`src/rtl/adc_sample_packer_16_if.sv`:
```
// Purpose: ADC-side and FIFO-write-side signal bundle for adc_sample_packer_16.
// Latency: none (wires only).
// Backpressure: fifo_full is advisory only; the packer drops rather than stalls.
// Ports (slave = packer view):
//   capture_en, adc_valid, adc_data[15:0], fifo_full      -> into packer
//   fifo_wr_en, fifo_din[31:0], overflow_cnt[CNT_W-1:0], overflow <- from packer
interface adc_sample_packer_16_if #(
    parameter int CNT_W = 16
);
    logic             capture_en;
    logic             adc_valid;
    logic [15:0]      adc_data;
    logic             fifo_full;
    logic             fifo_wr_en;
    logic [31:0]      fifo_din;
    logic [CNT_W-1:0] overflow_cnt;
    logic             overflow;

    modport master (
        output capture_en, adc_valid, adc_data, fifo_full,
        input  fifo_wr_en, fifo_din, overflow_cnt, overflow
    );

    modport slave (
        input  capture_en, adc_valid, adc_data, fifo_full,
        output fifo_wr_en, fifo_din, overflow_cnt, overflow
    );
endinterface

```
`src/rtl/adc_sample_packer_16.sv`:
```
// Purpose: packs pairs of 16-bit ADC samples into 32-bit FIFO words, earlier sample in [31:16].
// Latency: word written one cycle after the clock edge that captures its second sample.
// Backpressure: none toward the ADC; a word completing while fifo_full=1 is dropped and counted.
// Ports: clk, rst_n (async active-low); bus (slave modport of adc_sample_packer_16_if):
//   capture_en/adc_valid/adc_data in, fifo_full in, fifo_wr_en/fifo_din out,
//   overflow_cnt (saturating drop count) out, overflow (sticky drop flag) out.
// Optional feature: define PACKER_HDR_EN to insert a {16'hA5A5, frame_cnt} header word
//   after every FRAME_WORDS data words (written or dropped).
module adc_sample_packer_16 #(
    parameter int FRAME_WORDS = 256,
    parameter int CNT_W       = 16
) (
    input  logic                  clk,
    input  logic                  rst_n,
    adc_sample_packer_16_if.slave bus
);

    generate
        if (FRAME_WORDS < 2) begin : g_frame_words_check
            $error("adc_sample_packer_16: FRAME_WORDS must be >= 2");
        end
    endgenerate

    // FIRST: waiting for the upper (earlier) sample; SECOND: upper sample held.
    typedef enum logic {
        FIRST  = 1'b0,
        SECOND = 1'b1
    } phase_t;

    phase_t           phase;
    phase_t           phase_nxt;
    logic [15:0]      hold;
    logic             take;
    logic             word_done;
    logic             hdr_emit;
    logic             emit;
    logic [31:0]      emit_word;

    logic             wr_en_q;
    logic [31:0]      din_q;
    logic [CNT_W-1:0] ovf_cnt_q;
    logic             ovf_q;

`ifdef PACKER_HDR_EN
    localparam int FW_W = (FRAME_WORDS > 1) ? $clog2(FRAME_WORDS) : 1;
    localparam logic [FW_W-1:0] LAST_WORD = FW_W'(FRAME_WORDS - 1);

    logic [FW_W-1:0]  data_cnt;
    logic             hdr_pend;
    logic [15:0]      frame_cnt;
`endif

    // Phase register
    always_ff @(posedge clk or negedge rst_n) begin
        if (!rst_n) begin
            phase <= FIRST;
        end else begin
            phase <= phase_nxt;
        end
    end

    // Next phase and word-completion decode
    always_comb begin
        phase_nxt = phase;
        take      = bus.capture_en & bus.adc_valid;
        word_done = 1'b0;
        case (phase)
            FIRST: begin
                if (take) begin
                    phase_nxt = SECOND;
                end
            end
            SECOND: begin
                // Dropping capture_en abandons a half-built pair.
                if (!bus.capture_en) begin
                    phase_nxt = FIRST;
                end else if (bus.adc_valid) begin
                    word_done = 1'b1;
                    phase_nxt = FIRST;
                end
            end
            default: phase_nxt = FIRST;
        endcase
    end

    // Header slots in only where no data word completes; data and header never
    // compete for the same cycle, so a single drop source exists per cycle.
    always_comb begin
`ifdef PACKER_HDR_EN
        hdr_emit  = hdr_pend & bus.capture_en & ~word_done;
        emit_word = word_done ? {hold, bus.adc_data} : {16'hA5A5, frame_cnt};
`else
        hdr_emit  = 1'b0;
        emit_word = {hold, bus.adc_data};
`endif
        emit = word_done | hdr_emit;
    end

    // Upper-sample hold register
    always_ff @(posedge clk or negedge rst_n) begin
        if (!rst_n) begin
            hold <= 16'h0000;
        end else if ((phase == FIRST) && take) begin
            hold <= bus.adc_data;
        end
    end

    // Registered FIFO write port and overflow accounting
    always_ff @(posedge clk or negedge rst_n) begin
        if (!rst_n) begin
            wr_en_q   <= 1'b0;
            din_q     <= 32'h0000_0000;
            ovf_cnt_q <= '0;
            ovf_q     <= 1'b0;
        end else begin
            wr_en_q <= emit & ~bus.fifo_full;
            if (emit && !bus.fifo_full) begin
                din_q <= emit_word;
            end
            if (emit && bus.fifo_full) begin
                ovf_q <= 1'b1;
                if (ovf_cnt_q != {CNT_W{1'b1}}) begin
                    ovf_cnt_q <= ovf_cnt_q + 1'b1;
                end
            end
        end
    end

`ifdef PACKER_HDR_EN
    // Frame bookkeeping: data_cnt counts completed words in the current frame,
    // hdr_pend marks a header owed, frame_cnt numbers headers (emitted or dropped).
    always_ff @(posedge clk or negedge rst_n) begin
        if (!rst_n) begin
            data_cnt  <= '0;
            hdr_pend  <= 1'b0;
            frame_cnt <= 16'h0000;
        end else if (!bus.capture_en) begin
            hdr_pend <= 1'b0;
        end else begin
            if (hdr_emit) begin
                hdr_pend  <= 1'b0;
                frame_cnt <= frame_cnt + 16'd1;
            end
            if (word_done) begin
                if (data_cnt == LAST_WORD) begin
                    data_cnt <= '0;
                    hdr_pend <= 1'b1;
                end else begin
                    data_cnt <= data_cnt + 1'b1;
                end
            end
        end
    end
`endif

    assign bus.fifo_wr_en   = wr_en_q;
    assign bus.fifo_din     = din_q;
    assign bus.overflow_cnt = ovf_cnt_q;
    assign bus.overflow     = ovf_q;

endmodule

```
`src/flat_wrapper.sv`:
```
// flat-port wrapper written by rule: the top's interface ports become plain ports
module adc_sample_packer_16_flat 
#(
    parameter int FRAME_WORDS = 256,
    parameter int CNT_W       = 16
)
  (clk, rst_n, bus_capture_en, bus_adc_valid, bus_adc_data, bus_fifo_full, bus_fifo_wr_en, bus_fifo_din, bus_overflow_cnt, bus_overflow);
  adc_sample_packer_16_if #(.CNT_W(CNT_W)) bus_i ();
  input  logic clk;
  input  logic rst_n;
  input wire logic [$bits(bus_i.capture_en)-1:0] bus_capture_en;
  input wire logic [$bits(bus_i.adc_valid)-1:0] bus_adc_valid;
  input wire logic [$bits(bus_i.adc_data)-1:0] bus_adc_data;
  input wire logic [$bits(bus_i.fifo_full)-1:0] bus_fifo_full;
  output wire logic [$bits(bus_i.fifo_wr_en)-1:0] bus_fifo_wr_en;
  output wire logic [$bits(bus_i.fifo_din)-1:0] bus_fifo_din;
  output wire logic [$bits(bus_i.overflow_cnt)-1:0] bus_overflow_cnt;
  output wire logic [$bits(bus_i.overflow)-1:0] bus_overflow;
  assign bus_i.capture_en = bus_capture_en;
  assign bus_i.adc_valid = bus_adc_valid;
  assign bus_i.adc_data = bus_adc_data;
  assign bus_i.fifo_full = bus_fifo_full;
  assign bus_fifo_wr_en = bus_i.fifo_wr_en;
  assign bus_fifo_din = bus_i.fifo_din;
  assign bus_overflow_cnt = bus_i.overflow_cnt;
  assign bus_overflow = bus_i.overflow;
  adc_sample_packer_16 #(.FRAME_WORDS(FRAME_WORDS), .CNT_W(CNT_W)) u_core (.clk(clk), .rst_n(rst_n), .bus(bus_i));
endmodule
```
`config.mk`:
```
export PLATFORM = sky130hd
export DESIGN_NAME = adc_sample_packer_16_flat
export DESIGN_NICKNAME = d
export VERILOG_FILES = /design/src/rtl/adc_sample_packer_16_if.sv /design/src/rtl/adc_sample_packer_16.sv /design/src/flat_wrapper.sv
export SDC_FILE = /design/constraint.sdc
export NUM_CORES = 1
export LEC_CHECK = 0
export CAP_MARGIN = 20
export CORE_UTILIZATION = 54
export CTS_BUF_LIST = sky130_fd_sc_hd__clkbuf_4
export DETAILED_ROUTE_END_ITERATION = 12
export PLACE_DENSITY = 0.95
export RECOVER_POWER = 25
export SKIP_CTS_REPAIR_TIMING = 1
export SLEW_MARGIN = 20
export SYNTH_ARGS = -nofsm -noshare
export SYNTH_HDL_FRONTEND = slang
export SYNTH_SLANG_ARGS = --single-unit
```
`constraint.sdc`:
```
create_clock -name clk -period 4.02 [get_ports clk]
set_clock_uncertainty 0.2 [all_clocks]
set_input_delay 0.603 -clock clk [delete_from_list [all_inputs] [get_ports clk]]
set_output_delay 0.603 -clock clk [all_outputs]
set_load 0.1 [all_outputs]
```
==> results by group, run 1 <==
Setup path
  – Worst setup EP type: output pin
  – Crit-path cells: clkdlybuf4s50_1
  – Cell class contributing the biggest share of worst-path delay: buffers and inverters
  – Crit path max-delay cell type: clkdlybuf4s50_1
  – Worst Path Required: 3.22 ns
  – Setup CP Type: register to output pin
  – Crit path launch type: register
  – Crit Path Max Fanout: 6
  – Critical Path AT: 2.05 ns
  – Worst stage delay on the critical path: about 1.2 ns
  – Buf/Inv on CP: 1

STA
  – Setup-failing EPs final: 0
  – Fin. max-slew vios: 36
  – Slew @ Worst Pin: 1.84 ns
  – RSZ-0062 raised after global routing: no
  – Hold Vio Cnt, Final: 0
  – Min Tclk post-route: 2.85 ns
  – Setup TNS: 0 ns
  – Fmax: 351 MHz
  – Final Cycle Share: slightly above 70%
  – Final WS setup: around 1.2 ns
  – Hold slack: about 0.27 ns
  – Max-slew headroom: -22.9%

Place
  – Number of buffers added on ports: 70
  – DP Area: 0.00342 mm2
  – GPL Wtd Cong: between 0.8 and 0.9
  – Pre-CTS setup slack: 1.11 ns
  – Placed Cells: approximately 380
  – DP HPWL: 3.85 mm

Detailed routing
  – # DRC: 0
  – Aggregate routed wire length: 5.80 mm
  – DRT iter0 DRCs: 124
  – Routed WL per cell: between 10 and 15 um
  – Detailed Routing Iterations Pass 1: 4
  – Wire length on met2: 2.99 mm
  – Vias after detailed routing: 2015
  – Vias/cell: 5.11
  – Met3 routed WL: 259 um
  – Met1 WL: 2.41 mm
  – Final ANT Viol Nets: 0
  – Uppermost layer routed: met4

Synth
  – Post-synth top area share: 63.1%
  – Synth cell types: 25
  – Largest area contributor in the netlist: dfrtp_1
  – Syn Area/Cell: about 11 um2
  – Synth warn: 0
  – Cell Area, Synth: 0.00266 mm2
  – Main flop type after synthesis: dfrtp_1
  – Share of flip-flops with an asynchronous set or reset: 100%
  – Mapped Nets: 269
  – Post-synthesis sequential area ratio: 63.1%
  – Post-synth EDFFs: 0
  – Syn Inst Count: 247
  – Top cells by area, synth: dfrtp_1, nand2_1, mux2_2
  – Commonest cells post-synth: nand2_1, dfrtp_1, mux2_2, xor2_1, clkbuf_1
  – Most frequent cell after synthesis: nand2_1
  – Synthesis-stage register bit count: 67

Floorplan
  – Initial Utilization: 56.3%
  – # IOs: 71
  – Row count: 25
  – Die Y-Extent: 72.2 um
  – Die Wd: between 70 and 80 um
  – Core outline area: 0.00472 mm2
  – Full die area: 0.00521 mm2

Finish
  – End-of-flow core utilization: 76.2%
  – Fin area: 0.00360 mm2
  – NumNets Final: 344
  – Diodes inserted: 0
  – FILL cells: 293
  – Non-filler cells, final: 394
  – Share of cells above drive strength 1: 11.6%
  – Layout area overhead: 35.4%

Power
  – Clock Power Share: 19.9%
  – Tot Pwr: 2.74 mW
  – Seq pwr share: 33.3%
  – Logic pwr share: 46.8%
  – Static leakage: 1.74 nW
  – Internal Power: approximately 1.4 mW
  – Switching power: 1.32 mW
  – Max VDD drop: 458 uV
  – Sw Ratio: 48.2%
  – Cell area power density: 762 mW/mm2

Clocking
  – CTS sink count: 67
  – CTS max path bufs: 2
  – Clock Pin Slew Worst Setup and Hold Paths: 0.11 ns
  – Clock Latency Late Sink: just under 0.4 ns
  – Htree depth: 3
  – CTS tree: built
  – Clk root buf: clkbuf_4
  – Num CTS Buffers: 9

Flow run
  – Max-cap violation count: 1

Global route
  – Overflow after GRT: 0
  – Vias in the first global route: 2073
  – Largest net degree at the start of global routing: 36
  – All-layer global routing usage: 25.0%
  – First-pass GRT wire length: 9.60 mm
  – Initial antenna violation count: 0

Hold path
  – Class of the worst hold path: register to register

Run status
  – Status: complete, but fails checks
  – Failing checks: max-capacitance violations, max-slew violations
[cells by family (layout without fill, tap and decap cells)]
family	Yosys count	in the layout	synth area share [%]
mux	19	19	8.05
fa+ha+maj	1	1	0.471
xor+xnor	14	14	4.61
simple gates	133	133	21.8
compound gates	1	1	0.188
flops	67	67	63.1
buf+inv	12	92	1.79
[routing by layer]
metal	track usage [%]	up-vias
met1	30.3	980
met5	0	-
met3	5.28	12
met4	12.6	0
met2	42.5	60
li1	-	963
[layout by cell type (no fill, tap or decap), types with 3 or more instances in the layout]
cell type,n
bufinv_16,3
clkbuf_4,10
clkdlybuf4s50_1,68
dfrtp_1,67
inv_1,3
mux2_2,19
nand2_1,102
nand3_1,3
nand4_1,4
nor2_1,3
nor3_1,5
nor4_1,5
xor2_1,12
[area by class of cell]
cell class / count / area (um2) / area share [%]
Timing Repair Buffer: 73 / 714 / 19.8
Clock buffer: 10 / 75.1 / 2.09
Clock inverter: 6 / 104 / 2.88
Tap cell: 67 / 83.8 / 2.33
Sequential cell: 67 / 1680 / 46.6
Inverter: 3 / 11.3 / 0.313
Multi-Input combinational cell: 168 / 935 / 26.0
[power by group through the flow]
stage / Combinational [mW] / Sequential [mW] / Clock (mW)
after CTS: 1.29 / 0.914 / 0.555
after global routing: 1.33 / 0.932 / 0.582
after global placement: 1.27 / 0.917 / 0
final: 1.28 / 0.913 / 0.547
after floorplan: 0.136 / 1.75 / 0
after detailed placement: 1.29 / 0.924 / 0
[flip-flops by register name (all words and copies together), names as in the netlist]
| name | cells |
|---|---|
| u_core.bus.overflow | 1 |
| u_core.hold | 16 |
| u_core.bus.overflow_cnt | 16 |
| u_core.phase | 1 |
| u_core.bus.fifo_wr_en | 1 |
| u_core.bus.fifo_din | 32 |
[worst paths after layout]
kind / startpoint / endpoint / slack (ns) / depth (start not counted)
max in group asynchronous: rst_n / u_core.bus.fifo_din[24] / 1.51 / 2
hold reg to reg: u_core.hold[0] / u_core.bus.fifo_din[16] / 0.27 / 2
setup reg to reg: u_core.bus.overflow_cnt[0] / u_core.bus.overflow_cnt[1] / 1.59 / 6
hold / removal: u_core.hold[0] / u_core.bus.fifo_din[16] / 0.27 / 2
setup / recovery: u_core.bus.overflow_cnt[4] / bus_overflow_cnt[4] / 1.17 / 1
min in group asynchronous: rst_n / u_core.bus.overflow_cnt[15] / 0.49 / 1
(Power assumes the default switching activity.)
==> run 2, diff against run 1 <==
--- a/config.mk
+++ b/config.mk
@@ -6,10 +6,10 @@
 export NUM_CORES = 1
 export LEC_CHECK = 0
 export CAP_MARGIN = 20
-export CORE_UTILIZATION = 54
+export CORE_UTILIZATION = 45
 export CTS_BUF_LIST = sky130_fd_sc_hd__clkbuf_4
 export DETAILED_ROUTE_END_ITERATION = 12
-export PLACE_DENSITY = 0.95
+export PLACE_DENSITY = 0.85
 export RECOVER_POWER = 25
 export SKIP_CTS_REPAIR_TIMING = 1
 export SLEW_MARGIN = 20
==> constraint.sdc (replaced) <==
create_clock -name clk -period 2.3 [get_ports clk]
set_clock_uncertainty 0.2 [all_clocks]
set_input_delay 0.345 -clock clk [delete_from_list [all_inputs] [get_ports clk]]
set_output_delay 0.345 -clock clk [all_outputs]
set_load 0.1 [all_outputs]
==> run 2 against run 1 <==
  * The run now ends clean
  * Final cell count grew 3.3%
  * Die area up 19%
  * Combinational power is 70% higher
  * Sequential share of layout area increased by 0.84 points
  * Routed wire length decreased by 4.7%
  * Non-clock buffer count up 8
  * First-iteration DRC count increased by 13%
  * Register-to-register slack got worse by 1.3 ns
  * Final area decreased by 1.1%
  * Sequential cell count did not move
==> results by group, run 2 (synthesized netlist as in run 1, its figures left out) <==
Global route
  – All-layer global routing usage: 19.8%
  – First-pass GRT wire length: 9.23 mm
  – Largest net degree at the start of global routing: 33
  – Initial antenna violation count: 0
  – Overflow after GRT: 0
  – Vias in the first global route: 1975

Clocking
  – CTS sink count: 67
  – Clock Latency Late Sink: 0.41 ns
  – Clk root buf: clkbuf_4
  – CTS max path bufs: 2
  – Htree depth: 3
  – CTS tree: built
  – Num CTS Buffers: 9
  – Clock Pin Slew Worst Setup and Hold Paths: 0.11 ns

Power
  – Sw Ratio: between 50% and 60%
  – Static leakage: 1.83 nW
  – Switching power: 2.32 mW
  – Internal Power: 2.31 mW
  – Seq pwr share: 34.5%
  – Clock Power Share: 18.5%
  – Max VDD drop: around 880 uV
  – Logic pwr share: 47.0%
  – Cell area power density: 1300 mW/mm2

Finish
  – NumNets Final: 352
  – Max reg flops: 32
  – Diodes inserted: 0
  – Commonest non-fill, non-tap cell in the layout: nand2_1
  – Layout area overhead: 33.9%
  – Most frequent cells in the layout: nand2_1, dfrtp_1, buf_4
  – Share of cells above drive strength 1: 30.4%

Setup path
  – Reg-to-Reg End: u_core.bus.overflow_cnt[1]
  – Setup CP Type: register to register
  – Worst Path Required: 2.40 ns
  – Critical Path AT: 2.13 ns
  – Crit path launch type: register
  – R2R depth: 6
  – Reg-to-Reg Start: u_core.bus.overflow_cnt[0]
  – FF-to-FF setup slack: 0.27 ns
  – Worst setup EP type: register
  – Crit Path Max Fanout: 6

Floorplan
  – Row count: 27
  – Die Wd: 78.9 um
  – # IOs: 71
  – Core outline area: between 0.005 and 0.006 mm2
  – Initial Utilization: 47.4%
  – Full die area: 0.00622 mm2
  – Die Y-Extent: about 79 um

STA
  – Fin. max-slew vios: 0
  – Hold slack: between 0.2 and 0.3 ns
  – Setup-failing EPs final: 0
  – Final WS setup: 0.271 ns
  – Fmax: around 490 MHz
  – Min Tclk post-route: about 2.0 ns
  – Final Cycle Share: 88.2%
  – RSZ-0062 raised after global routing: no
  – Max-slew headroom: 41.6%
  – Setup TNS: 0 ns
  – Slew @ Worst Pin: roughly 0.9 ns
  – Hold Vio Cnt, Final: 0

Place
  – GPL Wtd Cong: ~0.76
  – Number of buffers added on ports: 70
  – Pre-CTS setup slack: 0.0626 ns
  – DP HPWL: around 3.8 mm

Detailed routing
  – Vias after detailed routing: just over 2000
  – Aggregate routed wire length: 5.52 mm
  – Vias/cell: ~4.9
  – Routed WL per cell: about 14 um
  – Final ANT Viol Nets: 0
  – Detailed Routing Iterations Pass 1: 4
  – DRT iter0 DRCs: 140
  – # DRC: 0

Hold path
  – Cell count of the worst hold path: 2
  – Hold Path Origin: u_core.hold[0]
  – Endpoint, Worst Hold: u_core.bus.fifo_din[16]
  – Class of the worst hold path: register to register

Flow run
  – Max-cap violation count: 0

Run status
  – Status: finished, final reports clean
## run 2: cell count changes in the layout (fill, tap and decap cells not counted), sizes merged
cell / previous run / this run
buf: 2 / 59
bufinv: 3 / 2
clkbuf: 12 / 11
clkdlybuf4s50: 68 / 18
clkinv: 3 / 4
clkinvlp: 0 / 1
dlygate4sd3: 1 / 2
## run 2: how the worst max path moves through the flow
| stage | startpoint | end | slack, ns | cells after the start |
|---|---|---|---|---|
| final | u_core.bus.overflow_cnt[0] | u_core.bus.overflow_cnt[1] | 0.27 | 6 |
| after global routing | u_core.bus.overflow_cnt[0] | u_core.bus.overflow_cnt[1] | 0.16 | 6 |
| after CTS | u_core.bus.overflow_cnt[0] | u_core.bus.overflow_cnt[1] | 0.32 | 6 |
| after detailed placement | bus_capture_en | u_core.bus.overflow_cnt[12] | 0.06 | 5 |
| after global placement | bus_capture_en | u_core.bus.overflow_cnt[12] | 0.09 | 5 |
| after floorplan | u_core.bus.overflow_cnt[13] | u_core.bus.overflow_cnt[15] | 0.007 | 5 |
## run 2: power groups by stage
stage	Sequential [mW]	Clock (mW)	Combinational (mW)
6_report	1.60	0.856	2.18
5_1_grt	1.63	0.929	2.25
4_1_cts	1.60	0.890	2.19
3_5_place_dp	1.62	0	2.19
3_3_place_gp	1.61	0	2.16
2_1_floorplan	3.07	0	0.237
## run 2: per-layer routing
metal | GRT usage, % | routed length, um
met1 | 24.6 | 2430
met2 | 32.8 | 2750
met3 | 3.10 | 170
met4 | 11.8 | 178
met5 | 0 | 0
## run 2: final cells by class
cell class	count	area (um2)
Timing Repair Buffer	81	676
Multi-Input combinational cell	168	935
Inverter	3	11.3
Clock buffer	9	67.6
Tap cell	72	90.1
Clock inverter	7	92.6
Sequential cell	67	1690
Fill cell	476	2050
## run 2: critical path, cell delays in order, from the launching register on
cell and delay, ns:
dfrtp_2 0.41, ha_1 0.16, nand3_1 0.15, nor4_1 0.43, buf_4 0.22, nor2_1 0.07, mux2_2 0.29
## run 2: metrics by stage
step / power, mW / area (um2) / cells / util, %
2_1_floorplan: 3.30 / 2670 / 247 / -
3_3_place_gp: 3.77 / 3390 / 390 / 60.5
3_5_place_dp: 3.81 / 3390 / 390 / 60.5
4_1_cts: 4.68 / 3550 / 406 / 63.4
5_1_grt: 4.81 / 3560 / 407 / 63.5
6_report: 4.63 / 3560 / 407 / 63.5
==> RTL edit, RTL diff (config.mk and constraints of run 2) <==
`CNT_W` is set to 16 in 3 places; all go to 32.
--- a/src/rtl/adc_sample_packer_16_if.sv
+++ b/src/rtl/adc_sample_packer_16_if.sv
@@ -7,3 +7,3 @@
 interface adc_sample_packer_16_if #(
-    parameter int CNT_W = 16
+    parameter int CNT_W = 32
 );
--- a/src/rtl/adc_sample_packer_16.sv
+++ b/src/rtl/adc_sample_packer_16.sv
@@ -10,3 +10,3 @@
     parameter int FRAME_WORDS = 256,
-    parameter int CNT_W       = 16
+    parameter int CNT_W       = 32
 ) (
--- a/src/flat_wrapper.sv
+++ b/src/flat_wrapper.sv
@@ -4,3 +4,3 @@
     parameter int FRAME_WORDS = 256,
-    parameter int CNT_W       = 16
+    parameter int CNT_W       = 32
 )
Ports: changed (resized bus_overflow_cnt); port bits go from 71 to 87. No check against the original RTL was run, so the function may have changed too.
==> RTL edit against run 2 <==
Routed wire length is 38% higher. Final area is 30% higher. Critical path type unchanged. Highest routed layer unchanged. Final cell count is 32% higher. Sequential cell count is 16 higher. Area after synthesis is 31% higher. Worst setup slack worse by 0.17 ns. Total power is 8.2% higher. Combinational power hardly changed.
==> RTL edit: results (changes against run 2) <==
vias per cell: 5.10 (+3.2%)
Leak: 2.29 nW (+25%)
synth cell count leaders: nand2_1 (103), dfrtp_1 (83), xor2_1 (25)
area share of fa/ha/maj cells after synthesis: 0.358% (-0.11 points)
layout cells sized above 1: 33.2% (+2.7 points)
Initial DRC Count: 196 (+40%)
crit path to: u_core.bus.overflow_cnt[5]
clock slew at reported path FFs: 0.14 ns (+0.03 ns)
hold endpoint: u_core.bus.fifo_din[25]
Placed Area: 0.00446 mm² (+31%)
port bufs: 86 (+23%)
Routability Congestion: 0.848 (+12%)
register area share after synthesis: 59.4% (-3.6 points)
Synth Area in Compound Gates: 0.465% (+0.28 points)
vias in the first global route: 2791 (+41%)
Routed WL per cell: 14.2 µm (+4.7%)
CP max stage cell: dfrtp_4
Crit path arrival time: 2.28 ns (+0.15 ns)
Synth area leaders: dfrtp_1 (59%), nand2_1 (11%), xor2_1 (6.3%)
layout net count: 454 (+29%)
Placed Cells: 519 (+33%)
CP max stage delay: 0.47 ns (+0.04 ns)
P_seq: 1.89 mW (+18%)
xor/xnor share of the synthesized area: 8.02% (+3.4 points)
Mapped Nets: 354 (+32%)
DPL Wire Length: 5400 µm (+42%)
pin count of the biggest net entering global routing: 52 (+58%)
vias: 2734 (+36%)
P_sw: 2.39 mW (+2.9%)
CP Max Fanout: 9 (+3)
worst hold start: u_core.hold[9]
fin crit period: 2.20 ns (+0.166 ns)
post-synthesis mux area share: 5.48% (-2.6 points)
GRT Total Usage: 20.4% (+0.55 points)
Max VDD drop: 0.829 mV (-5.4%)
outcome: complete, no violations
Netlist cell types: 29 (+16%)
hold slack: 0.258 ns (-0.0124 ns)
Post-synth ARST share: 100% (unchanged)
PnR Total Power: 5.01 mW (+8.2%)
## RTL edit: cell count changes after synthesis, moves of 5 or more
cell,change
nand3_1,+15
nor3_1,+12
dfrtp_1,+16
nor2_1,+5
nand4_1,+9
xnor2_1,+5
and3_1,+5
xor2_1,+13
## RTL edit: area by class of cell
| class | instances | area, µm² |
|---|---|---|
| Fill cell | 604 | 2740 |
| Sequential cell | 83 | 2160 |
| Multi-Input combinational cell | 237 | 1380 |
| Timing Repair Buffer | 98 | 796 |
| Tap cell | 99 | 124 |
| Clock buffer | 11 | 82.6 |
| Clock inverter | 5 | 77.6 |
| Inverter | 3 | 11.3 |
## RTL edit: metal layers
metal  global-route usage, %  vias up  routed length [µm]
met4                    8.60        0                  93
met1                    26.9     1326                3390
met3                    3.55        9                 358
met5                       0        -                   0
li1                        -     1320                   -
met2                    33.2       79                3780
